--- src/rtl/st_dma_ctrl.sv ---
`default_nettype none
// ============================================================================
// Module   : st_dma_ctrl
// Purpose  : ST/STE DMA data path: byte FIFO, sector count, mode/status, RDY burst handshake.
// Revision : 1.0
// ============================================================================
module st_dma_ctrl #(
  parameter int FIFO_BYTES   = 16,   // power of two, >= 4
  parameter int SECTOR_BYTES = 512
) (
  input  logic        clk32,
  input  logic        resb,
  input  logic        clk_en,
  input  logic        FCS_N,
  input  logic        RW,
  input  logic        A1,
  input  logic [15:0] DIN,
  output logic [15:0] DOUT,
  input  logic        RDY_I,
  output logic        RDY_O,
  input  logic        dev_wr,
  input  logic [7:0]  dev_din,
  input  logic        dev_rd,
  output logic [7:0]  dev_dout,
  output logic        dev_drq,
  output logic        cmd_wr,
  output logic [7:0]  cmd_data
);

  localparam int c_PTR_W   = $clog2(FIFO_BYTES);
  localparam int c_CNT_W   = $clog2(FIFO_BYTES + 1);
  localparam int c_WORDS   = FIFO_BYTES / 2;
  localparam int c_WCNT_W  = $clog2(c_WORDS);
  localparam int c_BCNT_W  = $clog2(SECTOR_BYTES);

  typedef enum logic [1:0] {
    S_IDLE = 2'd0,
    S_REQ  = 2'd1,
    S_DONE = 2'd2
  } state_t;

  state_t                r_state;
  logic                  r_armed;
  logic                  r_dir;
  logic                  r_scsel;
  logic [7:0]            r_sc;
  logic                  r_err;
  logic [c_BCNT_W-1:0]   r_byte_cnt;
  logic [c_WCNT_W-1:0]   r_word_cnt;
  logic                  r_rdy;
  logic                  r_cmd_wr;
  logic [7:0]            r_cmd_data;
  logic [7:0]            r_mem [FIFO_BYTES];
  logic [c_PTR_W-1:0]    r_rd_ptr;
  logic [c_PTR_W-1:0]    r_wr_ptr;
  logic [c_CNT_W-1:0]    r_count;

  logic w_wr_stb, w_mode_wr, w_dir_chg, w_sc_wr, w_cmd_stb;
  logic w_empty, w_full, w_word, w_dev_push, w_dev_pop, w_dev_bad, w_sc_nz;
  logic [1:0] w_push_n, w_pop_n;
  logic [7:0] w_head, w_next;

  // One register write per FCS_N assertion; r_armed re-opens the window once FCS_N rises.
  assign w_wr_stb   = clk_en & ~FCS_N & ~RW & r_armed;
  assign w_mode_wr  = w_wr_stb & A1;
  assign w_dir_chg  = w_mode_wr & (DIN[8] != r_dir);
  assign w_sc_wr    = w_wr_stb & ~A1 & r_scsel;
  assign w_cmd_stb  = w_wr_stb & ~A1 & ~r_scsel;

  assign w_empty    = (r_count == '0);
  assign w_full     = (r_count == c_CNT_W'(FIFO_BYTES));
  assign w_sc_nz    = |r_sc;
  assign w_word     = (r_state == S_REQ) & clk_en & ~RDY_I;
  assign w_dev_push = dev_wr & ~r_dir & ~w_full;
  assign w_dev_pop  = dev_rd & r_dir & ~w_empty;
  assign w_dev_bad  = (dev_wr & (r_dir | w_full)) | (dev_rd & (~r_dir | w_empty));

  // Direction fixes which end each side owns, so each end has a single source per cycle.
  assign w_push_n   = r_dir ? (w_word ? 2'd2 : 2'd0) : (w_dev_push ? 2'd1 : 2'd0);
  assign w_pop_n    = r_dir ? (w_dev_pop ? 2'd1 : 2'd0) : (w_word ? 2'd2 : 2'd0);

  assign w_head     = r_mem[r_rd_ptr];
  assign w_next     = r_mem[r_rd_ptr + c_PTR_W'(1)];

  assign dev_dout   = w_empty ? 8'h00 : w_head;
  assign dev_drq    = w_sc_nz & (r_dir ? ~w_empty : ~w_full);
  assign RDY_O      = r_rdy;
  assign cmd_wr     = r_cmd_wr;
  assign cmd_data   = r_cmd_data;

  always_comb begin
    DOUT = 16'h0000;
    if (!FCS_N && RW) begin
      if (A1)
        DOUT = {13'b0, dev_drq, w_sc_nz, ~r_err};
      else if (r_scsel)
        DOUT = {8'h00, r_sc};
    end else if (!r_rdy && FCS_N && !r_dir) begin
      DOUT = {w_head, w_next};
    end
  end

  always_ff @(posedge clk32) begin
    if (w_dev_push)
      r_mem[r_wr_ptr] <= dev_din;
    if (w_word && r_dir) begin
      r_mem[r_wr_ptr]                <= DIN[15:8];
      r_mem[r_wr_ptr + c_PTR_W'(1)]  <= DIN[7:0];
    end
  end

  always_ff @(posedge clk32 or negedge resb) begin
    if (!resb) begin
      r_rd_ptr <= '0;
      r_wr_ptr <= '0;
      r_count  <= '0;
      r_err    <= 1'b0;
    end else if (w_dir_chg) begin
      r_rd_ptr <= '0;
      r_wr_ptr <= '0;
      r_count  <= '0;
      r_err    <= 1'b0;
    end else begin
      r_wr_ptr <= r_wr_ptr + c_PTR_W'(w_push_n);
      r_rd_ptr <= r_rd_ptr + c_PTR_W'(w_pop_n);
      r_count  <= r_count + c_CNT_W'(w_push_n) - c_CNT_W'(w_pop_n);
      if (w_dev_bad)
        r_err <= 1'b1;
    end
  end

  always_ff @(posedge clk32 or negedge resb) begin
    if (!resb) begin
      r_armed    <= 1'b1;
      r_dir      <= 1'b0;
      r_scsel    <= 1'b0;
      r_sc       <= 8'h00;
      r_byte_cnt <= '0;
      r_cmd_wr   <= 1'b0;
      r_cmd_data <= 8'h00;
    end else begin
      if (FCS_N)
        r_armed <= 1'b1;
      else if (w_wr_stb)
        r_armed <= 1'b0;
      if (w_mode_wr) begin
        r_dir   <= DIN[8];
        r_scsel <= DIN[4];
      end
      r_cmd_wr <= w_cmd_stb;
      if (w_cmd_stb)
        r_cmd_data <= DIN[7:0];
      if (w_sc_wr) begin
        r_sc       <= DIN[7:0];
        r_byte_cnt <= '0;
      end else if (w_dir_chg) begin
        r_byte_cnt <= '0;
      end else if (w_word) begin
        if (r_byte_cnt == c_BCNT_W'(SECTOR_BYTES - 2)) begin
          r_byte_cnt <= '0;
          if (w_sc_nz)
            r_sc <= r_sc - 8'd1;
        end else begin
          r_byte_cnt <= r_byte_cnt + c_BCNT_W'(2);
        end
      end
    end
  end

  always_ff @(posedge clk32 or negedge resb) begin
    if (!resb) begin
      r_state    <= S_IDLE;
      r_rdy      <= 1'b1;
      r_word_cnt <= '0;
    end else if (w_dir_chg) begin
      r_state    <= S_IDLE;
      r_rdy      <= 1'b1;
      r_word_cnt <= '0;
    end else begin
      case (r_state)
        S_IDLE: begin
          if (w_sc_nz && (r_dir ? w_empty : w_full)) begin
            r_state    <= S_REQ;
            r_rdy      <= 1'b0;
            r_word_cnt <= '0;
          end
        end
        S_REQ: begin
          if (w_word) begin
            if (r_word_cnt == c_WCNT_W'(c_WORDS - 1)) begin
              r_state <= S_DONE;
              r_rdy   <= 1'b1;
            end else begin
              r_word_cnt <= r_word_cnt + c_WCNT_W'(1);
            end
          end
        end
        S_DONE: r_state <= S_IDLE;
        default: begin
          r_state <= S_IDLE;
          r_rdy   <= 1'b1;
        end
      endcase
    end
  end

endmodule
`default_nettype wire

--- config.mk ---
export PLATFORM = sky130hd
export DESIGN_NAME = st_dma_ctrl
export DESIGN_NICKNAME = d
export VERILOG_FILES = /design/src/rtl/st_dma_ctrl.sv
export SDC_FILE = /design/constraint.sdc
export NUM_CORES = 1
export LEC_CHECK = 0
export ABC_CLOCK_PERIOD_IN_PS = 5400
export CAP_MARGIN = 0
export CORE_UTILIZATION = 50
export CTS_CLUSTER_SIZE = 14
export DETAILED_ROUTE_END_ITERATION = 7
export PLACE_DENSITY = 0.74
export RECOVER_POWER = 50
export SYNTH_ARGS = -nofsm -noshare
export SYNTH_HDL_FRONTEND = slang
export SYNTH_SLANG_ARGS = --single-unit
--- constraint.sdc ---
create_clock -name clk32 -period 5.4 [get_ports clk32]
set_input_delay 1.08 -clock clk32 [delete_from_list [all_inputs] [get_ports clk32]]
set_output_delay 1.08 -clock clk32 [all_outputs]
set_load 0.1 [all_outputs]
==> results of run 1 <==
## flip-flops by register name, indices dropped and copies added, names as in the netlist
| register | flops |
|---|---|
| RDY_O | 1 |
| r_wr_ptr | 4 |
| r_byte_cnt | 8 |
| r_rd_ptr | 4 |
| cmd_data | 8 |
| r_armed | 1 |
| r_count | 5 |
| r_state | 2 |
| r_sc | 8 |
| r_err | 1 |
| r_word_cnt | 3 |
| r_scsel | 1 |
| r_dir | 1 |
| r_mem | 128 |
| cmd_wr | 1 |
## metal layers
metal	vias to the layer above	wire, µm	global-route usage, %	share of wire (%)
li1	3464	-	-	-
met1	3915	11500	39.4	39
met2	474	14100	45.2	48
met3	48	2950	4.97	10
met4	0	607	8.56	2.1
met5	-	0	0	0
## path summary, 6_finish.rpt
| check | from | endpoint | slack (ns) | cells past startpoint |
|---|---|---|---|---|
| hold reg to reg | cmd_data[0] | cmd_data[0] | 0.48 | 2 |
| setup / recovery | r_rd_ptr[0] | DOUT[1] | 0.91 | 7 |
| hold / removal | cmd_data[0] | cmd_data[0] | 0.48 | 2 |
| max in group asynchronous | resb | r_rd_ptr[0] | 1.89 | 2 |
| min in group asynchronous | resb | cmd_data[4] | 1.58 | 2 |
| setup reg to reg | r_state[1] | r_mem[15][5] | 1.78 | 4 |
## layout make-up
class	instances	area (µm²)
clock buffers	20	457
multi-input cells	653	4920
inverters	17	63.8
clock inverters	12	164
well taps	270	338
flip-flops and latches	176	5050
diodes	1	2.50
repair buffers	82	796
fillers	1687	8640
## synth_stat cells (all sizes together), types with 3 or more instances
library cell  count
xor2              6
inv              17
ha               14
o211ai            3
nor2            171
a31oi             4
nand3            17
xnor2             9
mux2              5
nand2b            9
and2             15
a21o              8
fa                3
mux2i            25
o31ai             3
nand2            41
a21oi           148
or2               3
clkbuf           27
nor4              5
nor3b             6
and3              3
nor3              5
dfrtp            46
mux4             72
o22ai             8
or3               6
o21ai            17
nor2b            17
buf              50
edfxtp          128
nand4             7
## logic make-up after synthesis
logic type / count (synthesis) / share of synthesized area (%)
and+or+nand+nor: 316 / 14.3
AOI/OAI and AO/OA: 203 / 10.6
DFF: 176 / 48.0
muxes: 102 / 19.2
buffers and inverters: 94 / 4.41
adders and majority gates: 17 / 2.24
xor gates and xnor gates: 15 / 1.25
## worst register-to-register path, cell delays in order (launching register included)
cell and delay [ns]:
sky130_fd_sc_hd__dfrtp_1 0.49, sky130_fd_sc_hd__and4bb_1 0.45, sky130_fd_sc_hd__nand2_1 0.44, sky130_fd_sc_hd__mux2i_1 1.71, sky130_fd_sc_hd__a21oi_1 0.21
## metrics by stage
stage,hold slack (ns),setup WS [ns],area [µm²]
CTS,0.490,0.880,11900
global route,0.504,0.732,11800
finish,0.476,0.909,11800
floorplan,0.487,1.45,10500
detailed placement,0.463,1.18,11300
global placement,0.468,1.30,11300
## layout by cell type (no fill, tap or decap), types with 4 or more instances in the layout
cell type / count
sky130_fd_sc_hd__nor2_1: 170
sky130_fd_sc_hd__a21oi_1: 148
sky130_fd_sc_hd__edfxtp_1: 128
sky130_fd_sc_hd__mux4_2: 67
sky130_fd_sc_hd__dfrtp_1: 45
sky130_fd_sc_hd__nand2_1: 41
sky130_fd_sc_hd__clkdlybuf4s50_1: 30
sky130_fd_sc_hd__mux2i_1: 25
sky130_fd_sc_hd__buf_4: 25
sky130_fd_sc_hd__inv_1: 17
sky130_fd_sc_hd__nor2b_1: 17
sky130_fd_sc_hd__clkbuf_16: 17
sky130_fd_sc_hd__o21ai_0: 16
sky130_fd_sc_hd__nand3_1: 15
sky130_fd_sc_hd__ha_1: 13
sky130_fd_sc_hd__and2_1: 12
sky130_fd_sc_hd__dlygate4sd3_1: 12
sky130_fd_sc_hd__xnor2_1: 9
sky130_fd_sc_hd__nand2b_1: 9
sky130_fd_sc_hd__a21o_1: 8
sky130_fd_sc_hd__o22ai_1: 8
sky130_fd_sc_hd__buf_12: 8
sky130_fd_sc_hd__nand4_1: 7
sky130_fd_sc_hd__clkbuf_1: 7
sky130_fd_sc_hd__or3_1: 6
sky130_fd_sc_hd__nor3b_1: 6
sky130_fd_sc_hd__mux2_2: 5
sky130_fd_sc_hd__xor2_1: 5
sky130_fd_sc_hd__mux4_1: 5
sky130_fd_sc_hd__nor3_1: 5
sky130_fd_sc_hd__clkinv_2: 5
sky130_fd_sc_hd__a31oi_1: 4
sky130_fd_sc_hd__nor4_1: 4
sky130_fd_sc_hd__bufinv_16: 4
## power by group
group	leakage, nW	internal, mW	switching, mW
Clock	0.303	0.793	0.522
Combinational	2.39	1.48	2.52
Sequential	1.76	1.67	0.225
==> results by group, run 1 <==
Critical path
  • Max FO, Critical Path: 13
  • Worst path top cell family by delay: multiplexers
  • Critical path type: register to output port
  • Startpoint class of the critical path: register
  • CP bufs+invs: 2
  • Critical-path cell with the highest stage delay: sky130_fd_sc_hd__ha_2
  • Cells along the critical path: ha_2, buf_4, mux4_2, mux2i_1, o22ai_1, a211o_1, buf_12
  • CP Data Arrival Time: between 3 and 4 ns
  • Largest stage delay on the critical path: around 0.66 ns
  • Critical Path Sink Type: output port
  • Required arrival time at the worst endpoint: between 4 and 5 ns

Route
  • Post-route antenna net violation count: 0
  • Final wirelength: ~30000 µm
  • Via density per instance: around 6.4
  • Vias after detailed routing: 7901
  • DRC errors left: 0
  • First-pass iteration count of the detailed router: 5
  • Per-cell routed wire length: between 20 and 25 µm
  • Violation count after the first detailed-routing iteration: ~960

Floorplan
  • Die X-Extent: 147 µm
  • Core area: approximately 20000 µm²
  • Number of placement rows: 52
  • IO Pins: between 60 and 70
  • DIE AREA: 21600 µm²
  • Starting density of the core: about half
  • Vertical die dimension: approximately 150 µm

STA
  • Count of final hold-check violations: 0
  • RSZ-0062 raised after global routing: no
  • Max-slew headroom at the worst pin: -80.9%
  • Period Utilization, post-route: between 80% and 90%
  • Worst-Margin Slew: about 2.7 ns
  • Highest achievable clock rate: 223 MHz
  • Final-report setup violation count: 0
  • Final min period: between 4 and 5 ns
  • Final Skew: approximately 0.0069 ns
  • Number of slew-limit violations in the final report: ~150
  • Post-Route Setup TNS: 0 ns

Clock tree
  • Post-CTS repair timing setup buffer count: 0
  • Latest clock arrival within the worst-skew pair: 0.44 ns
  • Number of buffers inserted by hold repair at cts: 0
  • Clock slew at the register clock pins of the worst setup and hold paths: roughly 0.07 ns
  • Root buffer cell: sky130_fd_sc_hd__clkbuf_16
  • Number of buffers inserted during clock tree synthesis: 17
  • Clock buffer depth: 2
  • Resized cells post-CTS: 0
  • CTS sink count: roughly 180
  • TritonCTS clock tree: done
  • Level count of the clock H-tree: 4

Min path
  • HP Class: register to register

Placed design
  • Dpl cells: between 1000 and 1500
  • GP Congestion: just under 0.9
  • Final HPWL DP: between 15000 and 20000 µm
  • Count of buffers from port buffering: 67

Cells and area
  • Layout area overhead: 12.1%
  • Layout cells sized above 1: 15.6%
  • End-of-flow core utilization: approximately 58%
  • Net count, final: between 900 and 1000
  • Number of cells in the finished layout apart from fillers: about 1200

Logic synthesis
  • Number of enable flip-flop cells after synthesis: between 100 and 150
  • Main area contributors after synthesis: sky130_fd_sc_hd__edfxtp_1 (37%), sky130_fd_sc_hd__mux4_2 (14%), sky130_fd_sc_hd__dfrtp_1 (11%)
  • Number of cells produced by synthesis: a little over 900
  • Average size of a mapped cell: 11.4 µm²
  • Summed instance area of the synthesized netlist: 10500 µm²
  • Area leader, netlist: sky130_fd_sc_hd__edfxtp_1
  • Fraction of synthesized cell area taken by the top area cell type: 36.5%
  • Proportion of synthesized flip-flops having asynchronous set or reset: a little over a quarter
  • Fraction of the yosys area taken by sequential cells: between 40% and 50%
  • Warnings from Yosys: 0
  • Total nets after synthesis: around 970
  • Count of cell types in the netlist: 64
  • FF+latch count, synth: between 150 and 200
  • Most used flip-flop cell after synthesis: sky130_fd_sc_hd__edfxtp_1

Global routing
  • Global-route wire length before repair: between 40000 and 50000 µm
  • Antenna violations before repair: 1
  • Pin count of the biggest net entering global routing: 67
  • Via count of the first global-routing pass: ~7500
  • Congestion Overflow GR: 0
  • Global-route usage over all layers: 28.2%

Power and ir drop
  • Max IR drop VDD: roughly 470 µV
  • Total Power: between 7 and 8 mW
  • Static power due to leakage: ~4.5 nW
  • Power per cell area: 612 nW/µm²

Flow run
  • Max-Cap Viols: 7

Outcome
  • Failing checks: capacitance limit, slew limit
  • Outcome: complete, but fails checks
Note: power is estimated with default switching activity, not from simulation.
==> inputs of run 2 (changes only) <==
--- a/config.mk
+++ b/config.mk
@@ -5,7 +5,7 @@
 export SDC_FILE = /design/constraint.sdc
 export NUM_CORES = 1
 export LEC_CHECK = 0
-export ABC_CLOCK_PERIOD_IN_PS = 5400
+export ABC_CLOCK_PERIOD_IN_PS = 4200
 export CAP_MARGIN = 0
 export CORE_UTILIZATION = 50
 export CTS_CLUSTER_SIZE = 14
==> constraint.sdc (replaced) <==
create_clock -name clk32 -period 4.2 [get_ports clk32]
set_input_delay 0.84 -clock clk32 [delete_from_list [all_inputs] [get_ports clk32]]
set_output_delay 0.84 -clock clk32 [all_outputs]
set_load 0.1 [all_outputs]
==> results by group, run 2 (synthesized netlist as in run 1, its figures left out) <==
Route
  • First-pass iteration count of the detailed router: 5
  • Final wirelength: ~29000 µm
  • Via density per instance: about 6.3
  • DRC errors left: 0
  • Post-route antenna net violation count: 0
  • Per-cell routed wire length: approximately 23 µm
  • Vias after detailed routing: ~8000
  • Violation count after the first detailed-routing iteration: approximately 990

STA
  • Max-slew headroom at the worst pin: -33.7%
  • Final-report setup violation count: 0
  • Worst-Margin Slew: around 2.0 ns
  • Final Skew: around 0.010 ns
  • Final min period: 4.04 ns
  • Highest achievable clock rate: around 250 MHz
  • Post-Route Setup TNS: 0 ns
  • Worst hold slack: between 0.4 and 0.5 ns
  • RSZ-0062 raised after global routing: no
  • Period Utilization, post-route: a little over nine tenths
  • Count of final hold-check violations: 0
  • Number of slew-limit violations in the final report: 55

Power and ir drop
  • Power per cell area: between 700 and 800 nW/µm²
  • Sequential Power Share: roughly a quarter
  • Part of the total power dissipated in combinational logic: about 57%
  • Static power due to leakage: approximately 4.5 nW
  • Internal power summed over all cells: between 5 and 6 mW
  • Clock power frac: between 10% and 20%
  • Switching portion of total power: a little under half
  • Max IR drop VDD: ~440 µV
  • Total Power: 9.23 mW
  • Net Sw Power: 4.22 mW

Clock tree
  • Post-CTS repair timing setup buffer count: 0
  • CTS sink count: 176
  • Level count of the clock H-tree: 4
  • Number of buffers inserted by hold repair at cts: 0
  • TritonCTS clock tree: done
  • Resized cells post-CTS: 0
  • Clock buffer depth: 2
  • Latest clock arrival within the worst-skew pair: 0.44 ns
  • Clock slew at the register clock pins of the worst setup and hold paths: 0.07 ns
  • Number of buffers inserted during clock tree synthesis: 17
  • Root buffer cell: sky130_fd_sc_hd__clkbuf_16

Global routing
  • Congestion Overflow GR: 0
  • Global-route usage over all layers: approximately 28%
  • Global-route wire length before repair: ~44000 µm
  • Antenna violations before repair: 0
  • Via count of the first global-routing pass: around 7600
  • Pin count of the biggest net entering global routing: 67

Placed design
  • GP Congestion: about 0.87
  • Final HPWL DP: 19900 µm
  • Count of buffers from port buffering: 67

Outcome
  • Failing checks: capacitance limit, slew limit
  • Outcome: complete, but fails checks

Critical path
  • Critical Path Sink Type: output port
  • CP Data Arrival Time: between 3 and 4 ns
  • Startpoint class of the critical path: register
  • Critical-path cell with the highest stage delay: sky130_fd_sc_hd__or4b_1
  • Cells along the critical path: buf_4, nand3_1, xnor2_1, or4b_1, o22ai_1, a21o_1, buf_12
  • Critical path type: register to output port
  • Required arrival time at the worst endpoint: between 3 and 4 ns
  • Largest stage delay on the critical path: between 0.7 and 0.8 ns
  • Max FO, Critical Path: 35

Floorplan
  • DIE AREA: roughly 22000 µm²
  • Die X-Extent: 147 µm
  • Starting density of the core: 51.5%
  • IO Pins: 68
  • Core area: just over 20000 µm²
  • Vertical die dimension: about 150 µm
  • Number of placement rows: 52

Cells and area
  • Layout area overhead: 14.5%
  • Commonest non-fill, non-tap cells in the layout: sky130_fd_sc_hd__nor2_1 (170), sky130_fd_sc_hd__a21oi_1 (148), sky130_fd_sc_hd__edfxtp_1 (128)
  • Largest reg by FF count: r_mem
  • Layout cells sized above 1: between 10% and 20%
  • Number of flip-flops in the largest register: roughly 130
  • Net count, final: 1014
  • Diodes inserted: 0
  • Most frequent standard cell in the layout excluding fill and tap cells: sky130_fd_sc_hd__nor2_1

Min path
  • HP Class: register to register

Flow run
  • Max-Cap Viols: 3
## run 2: layout make-up
cell class	instances	area [µm²]
clock inverter	15	141
timing repair buffer	99	1050
sequential	176	5050
fill	1645	8390
multi-input combinational	653	4970
clock buffer	17	425
inverter	17	63.8
tap	270	338
## run 2: metrics by stage
stage / util, % / std cells / area [µm²] / worst slack, ns
after floorplan: - / 923 / 10500 / 0.598
after global placement: 56.6 / 1215 / 11600 / 0.440
after detailed placement: 56.6 / 1215 / 11600 / 0.446
after CTS: 59.4 / 1247 / 12100 / 0.209
after global routing: 59.0 / 1247 / 12000 / 0.136
final: 59.0 / 1247 / 12000 / 0.162
## run 2: worst max-delay path: cells and delay by family (launching register included)
family / cells / cell delay (ns)
AND/OR/NAND/NOR: 2 / 0.89
XOR/XNOR: 1 / 0.18
flip-flops: 1 / 0.35
buffers and inverters: 2 / 0.67
AO/OA/AOI/OAI: 2 / 0.66
## run 2: power groups by stage
stage / Combinational [mW] / Sequential (mW) / Clock (mW)
detailed placement: 5.28 / 2.43 / 0
CTS: 5.30 / 2.40 / 1.55
global placement: 5.20 / 2.42 / 0
finish: 5.28 / 2.41 / 1.55
global route: 5.52 / 2.44 / 1.61
floorplan: 3.87 / 2.45 / 0
## run 2: worst paths after layout
path / start / endpoint / slack (ns) / cells after the start
min in group asynchronous: resb / cmd_data[4] / 0.96 / 1
max in group asynchronous: resb / r_scsel / 1.74 / 2
setup / recovery: r_rd_ptr[1] / DOUT[4] / 0.16 / 7
hold reg to reg: cmd_data[3] / cmd_data[3] / 0.49 / 2
setup reg to reg: r_count[2] / r_count[4] / 0.59 / 15
hold / removal: cmd_data[3] / cmd_data[3] / 0.49 / 2
## run 2: metal layers
metal	wire length, µm	up-vias	GRT usage, %
met5	0	-	0
met2	13800	449	44.9
met3	2640	47	4.16
li1	-	3499	-
met1	11400	3831	37.8
met4	853	0	10.3
==> inputs of run 3 (changes only) <==
--- a/config.mk
+++ b/config.mk
@@ -7,11 +7,15 @@
 export LEC_CHECK = 0
 export ABC_CLOCK_PERIOD_IN_PS = 4200
 export CAP_MARGIN = 0
-export CORE_UTILIZATION = 50
+export CELL_PAD_IN_SITES_DETAIL_PLACEMENT = 0
+export CELL_PAD_IN_SITES_GLOBAL_PLACEMENT = 2
+export CORE_UTILIZATION = 41
 export CTS_CLUSTER_SIZE = 14
 export DETAILED_ROUTE_END_ITERATION = 7
-export PLACE_DENSITY = 0.74
+export GPL_TIMING_DRIVEN = 1
+export PLACE_DENSITY = 0.86
 export RECOVER_POWER = 50
+export SETUP_SLACK_MARGIN = 0.4
 export SYNTH_ARGS = -nofsm -noshare
 export SYNTH_HDL_FRONTEND = slang
 export SYNTH_SLANG_ARGS = --single-unit
==> results by group, run 3 (synthesized netlist as in run 1, its figures left out) <==
STA
  • Final min period: 3.73 ns
  • Max-slew headroom at the worst pin: -51.6%
  • Worst-Margin Slew: between 2 and 2.5 ns
  • Final-report setup violation count: 0
  • Final Skew: between 0.009 and 0.01 ns
  • RSZ-0062 raised after global routing: no
  • Number of slew-limit violations in the final report: between 70 and 80
  • Highest achievable clock rate: between 200 and 300 MHz
  • Period Utilization, post-route: between 80% and 90%
  • Count of final hold-check violations: 0
  • Post-Route Setup TNS: 0 ns
  • Worst hold slack: 0.480 ns

Placed design
  • GP Congestion: about 0.84
  • Count of buffers from port buffering: 67
  • Final HPWL DP: 21600 µm
  • Placed Area: around 12000 µm²

Critical path
  • CP Data Arrival Time: 2.89 ns
  • Critical Path Sink Type: output port
  • CP bufs+invs: 2
  • Critical-path cell with the highest stage delay: sky130_fd_sc_hd__dfrtp_4
  • Dominant cell type by count on the critical path: sky130_fd_sc_hd__buf_12
  • Cells along the critical path: ha_4, buf_12, mux4_2, mux2i_1, o22ai_1, a21o_1, buf_12
  • Required arrival time at the worst endpoint: 3.36 ns
  • Worst path top cell family by delay: multiplexers
  • Critical path type: register to output port
  • Largest stage delay on the critical path: roughly 0.53 ns
  • Max FO, Critical Path: 10
  • Startpoint class of the critical path: register
  • Worst reg2reg path startpoint: r_count[3]
  • Critical path origin: r_rd_ptr[0]

Route
  • Post-route antenna net violation count: 0
  • Final wirelength: 30700 µm
  • First-pass iteration count of the detailed router: 5
  • Met2 wire length: 14300 µm
  • Via density per instance: 5.92
  • Highest metal layer with signal wires: met4
  • Wire length the detailed router placed on met1: 13800 µm
  • DRC errors left: 0
  • Met3 routed WL: about 2100 µm
  • Violation count after the first detailed-routing iteration: 960
  • Vias after detailed routing: between 7000 and 8000
  • Per-cell routed wire length: roughly 23 µm

Clock tree
  • Clock buffer depth: 2
  • Number of buffers inserted during clock tree synthesis: 17
  • Root buffer cell: sky130_fd_sc_hd__clkbuf_16
  • Level count of the clock H-tree: 4
  • Number of buffers inserted by hold repair at cts: 0
  • Clock slew at the register clock pins of the worst setup and hold paths: around 0.070 ns
  • Latest clock arrival within the worst-skew pair: ~0.43 ns
  • CTS sink count: 176
  • TritonCTS clock tree: done

Cells and area
  • Diodes inserted: 0
  • Most frequent standard cell in the layout excluding fill and tap cells: sky130_fd_sc_hd__nor2_1
  • End-of-flow core utilization: 48.6%
  • Commonest non-fill, non-tap cells in the layout: sky130_fd_sc_hd__nor2_1 (170), sky130_fd_sc_hd__a21oi_1 (148), sky130_fd_sc_hd__edfxtp_1 (128)
  • Layout cells sized above 1: 17.7%
  • Largest reg by FF count: r_mem
  • Layout area overhead: 16.4%
  • Post-route standard cell area excluding fillers: about 12000 µm²
  • Number of flip-flops in the largest register: between 100 and 150
  • Net count, final: between 1000 and 1500

Outcome
  • Outcome: complete, but fails checks
  • Failing checks: capacitance limit, slew limit

Floorplan
  • IO Pins: 68
  • Die X-Extent: about 160 µm
  • Vertical die dimension: 162 µm
  • Core area: 25200 µm²
  • Number of placement rows: 58
  • Starting density of the core: a little over two fifths
  • DIE AREA: 26300 µm²

Power and ir drop
  • Max IR drop VDD: roughly 600 µV
  • Static power due to leakage: ~4.5 nW
  • Total Power: slightly below 10 mW
  • Power per cell area: approximately 800 nW/µm²

Global routing
  • Global-route usage over all layers: 24.2%
  • Via count of the first global-routing pass: between 7000 and 8000
  • Global-route wire length before repair: about 46000 µm
  • Pin count of the biggest net entering global routing: 40
  • Congestion Overflow GR: 0
  • Antenna violations before repair: 0

Min path
  • HP Class: register to register
  • Worst Min Path Start: cmd_data[3]

Flow run
  • Max-Cap Viols: 3
## run 3: cell count changes in the layout (fill, tap and decap cells not counted), sizes merged
cell	previous run	this run
clkbuf	28	35
inv	26	20
buf	47	44
bufinv	0	1
clkinv	2	3
clkinvlp	4	5
## run 3: area by class of cell
cell class	instances	area, µm²
fillers	2205	12900
flip-flops and latches	176	5050
multi-input cells	653	5020
repair buffers	101	1150
clock buffers	19	433
well taps	330	413
clock inverters	12	111
inverters	17	63.8
## run 3: report_power, final
group          switching, mW  leakage, nW  total [mW]  internal [mW]
registers              0.266         1.76        2.42           2.15
logic                   3.42         2.50        5.77           2.36
clock network          0.707        0.251        1.52          0.817
## run 3: final timing paths
check | endpoint | slack (ns) | cells past startpoint
hold reg to reg | cmd_data[3] | 0.48 | 2
setup / recovery | DOUT[6] | 0.47 | 7
hold / removal | cmd_data[3] | 0.48 | 2
setup reg to reg | r_count[4] | 0.66 | 15
min in group asynchronous | r_count[3] | 1.08 | 1
max in group asynchronous | r_rd_ptr[0] | 1.51 | 1
## run 3: metal layers
metal	vias up	global-route usage (%)
li1	3507	-
met1	3862	35.1
met2	337	37.7
met3	39	4.16
met4	0	6.48
met5	-	0
## run 3: worst reg2reg max path, stage by stage, from the launching register on
cell and delay (ns):
sky130_fd_sc_hd__dfrtp_1 0.39, sky130_fd_sc_hd__inv_1 0.09, sky130_fd_sc_hd__ha_1 0.16, sky130_fd_sc_hd__nor3b_1 0.54
sky130_fd_sc_hd__nor2b_1 0.20, sky130_fd_sc_hd__clkbuf_1 0.50, sky130_fd_sc_hd__or2_2 0.29, sky130_fd_sc_hd__nand2_1 0.07
sky130_fd_sc_hd__ha_1 0.19, sky130_fd_sc_hd__inv_1 0.09, sky130_fd_sc_hd__fa_1 0.22, sky130_fd_sc_hd__inv_1 0.05
sky130_fd_sc_hd__a21oi_1 0.13, sky130_fd_sc_hd__nor2_1 0.07, sky130_fd_sc_hd__or3_1 0.35, sky130_fd_sc_hd__a21oi_1 0.14
## run 3: timing repair
| action | 4_1_cts | 5_1_grt |
|---|---|---|
| buffers inserted | 1 | 0 |
| hold endpoints to repair | 0 | 0 |
| endpoints found under the setup margin | 8 | 13 |
| pin swaps | 1 | 0 |
| resized for setup | 5 | 7 |
| cloned | 0 | 0 |
## run 3: metrics by stage
stage | setup WS [ns] | std cells
after floorplan | 0.598 | 923
after global placement | 0.639 | 1276
after detailed placement | 0.660 | 1276
after CTS | 0.426 | 1308
after global routing | 0.405 | 1308
final | 0.474 | 1308
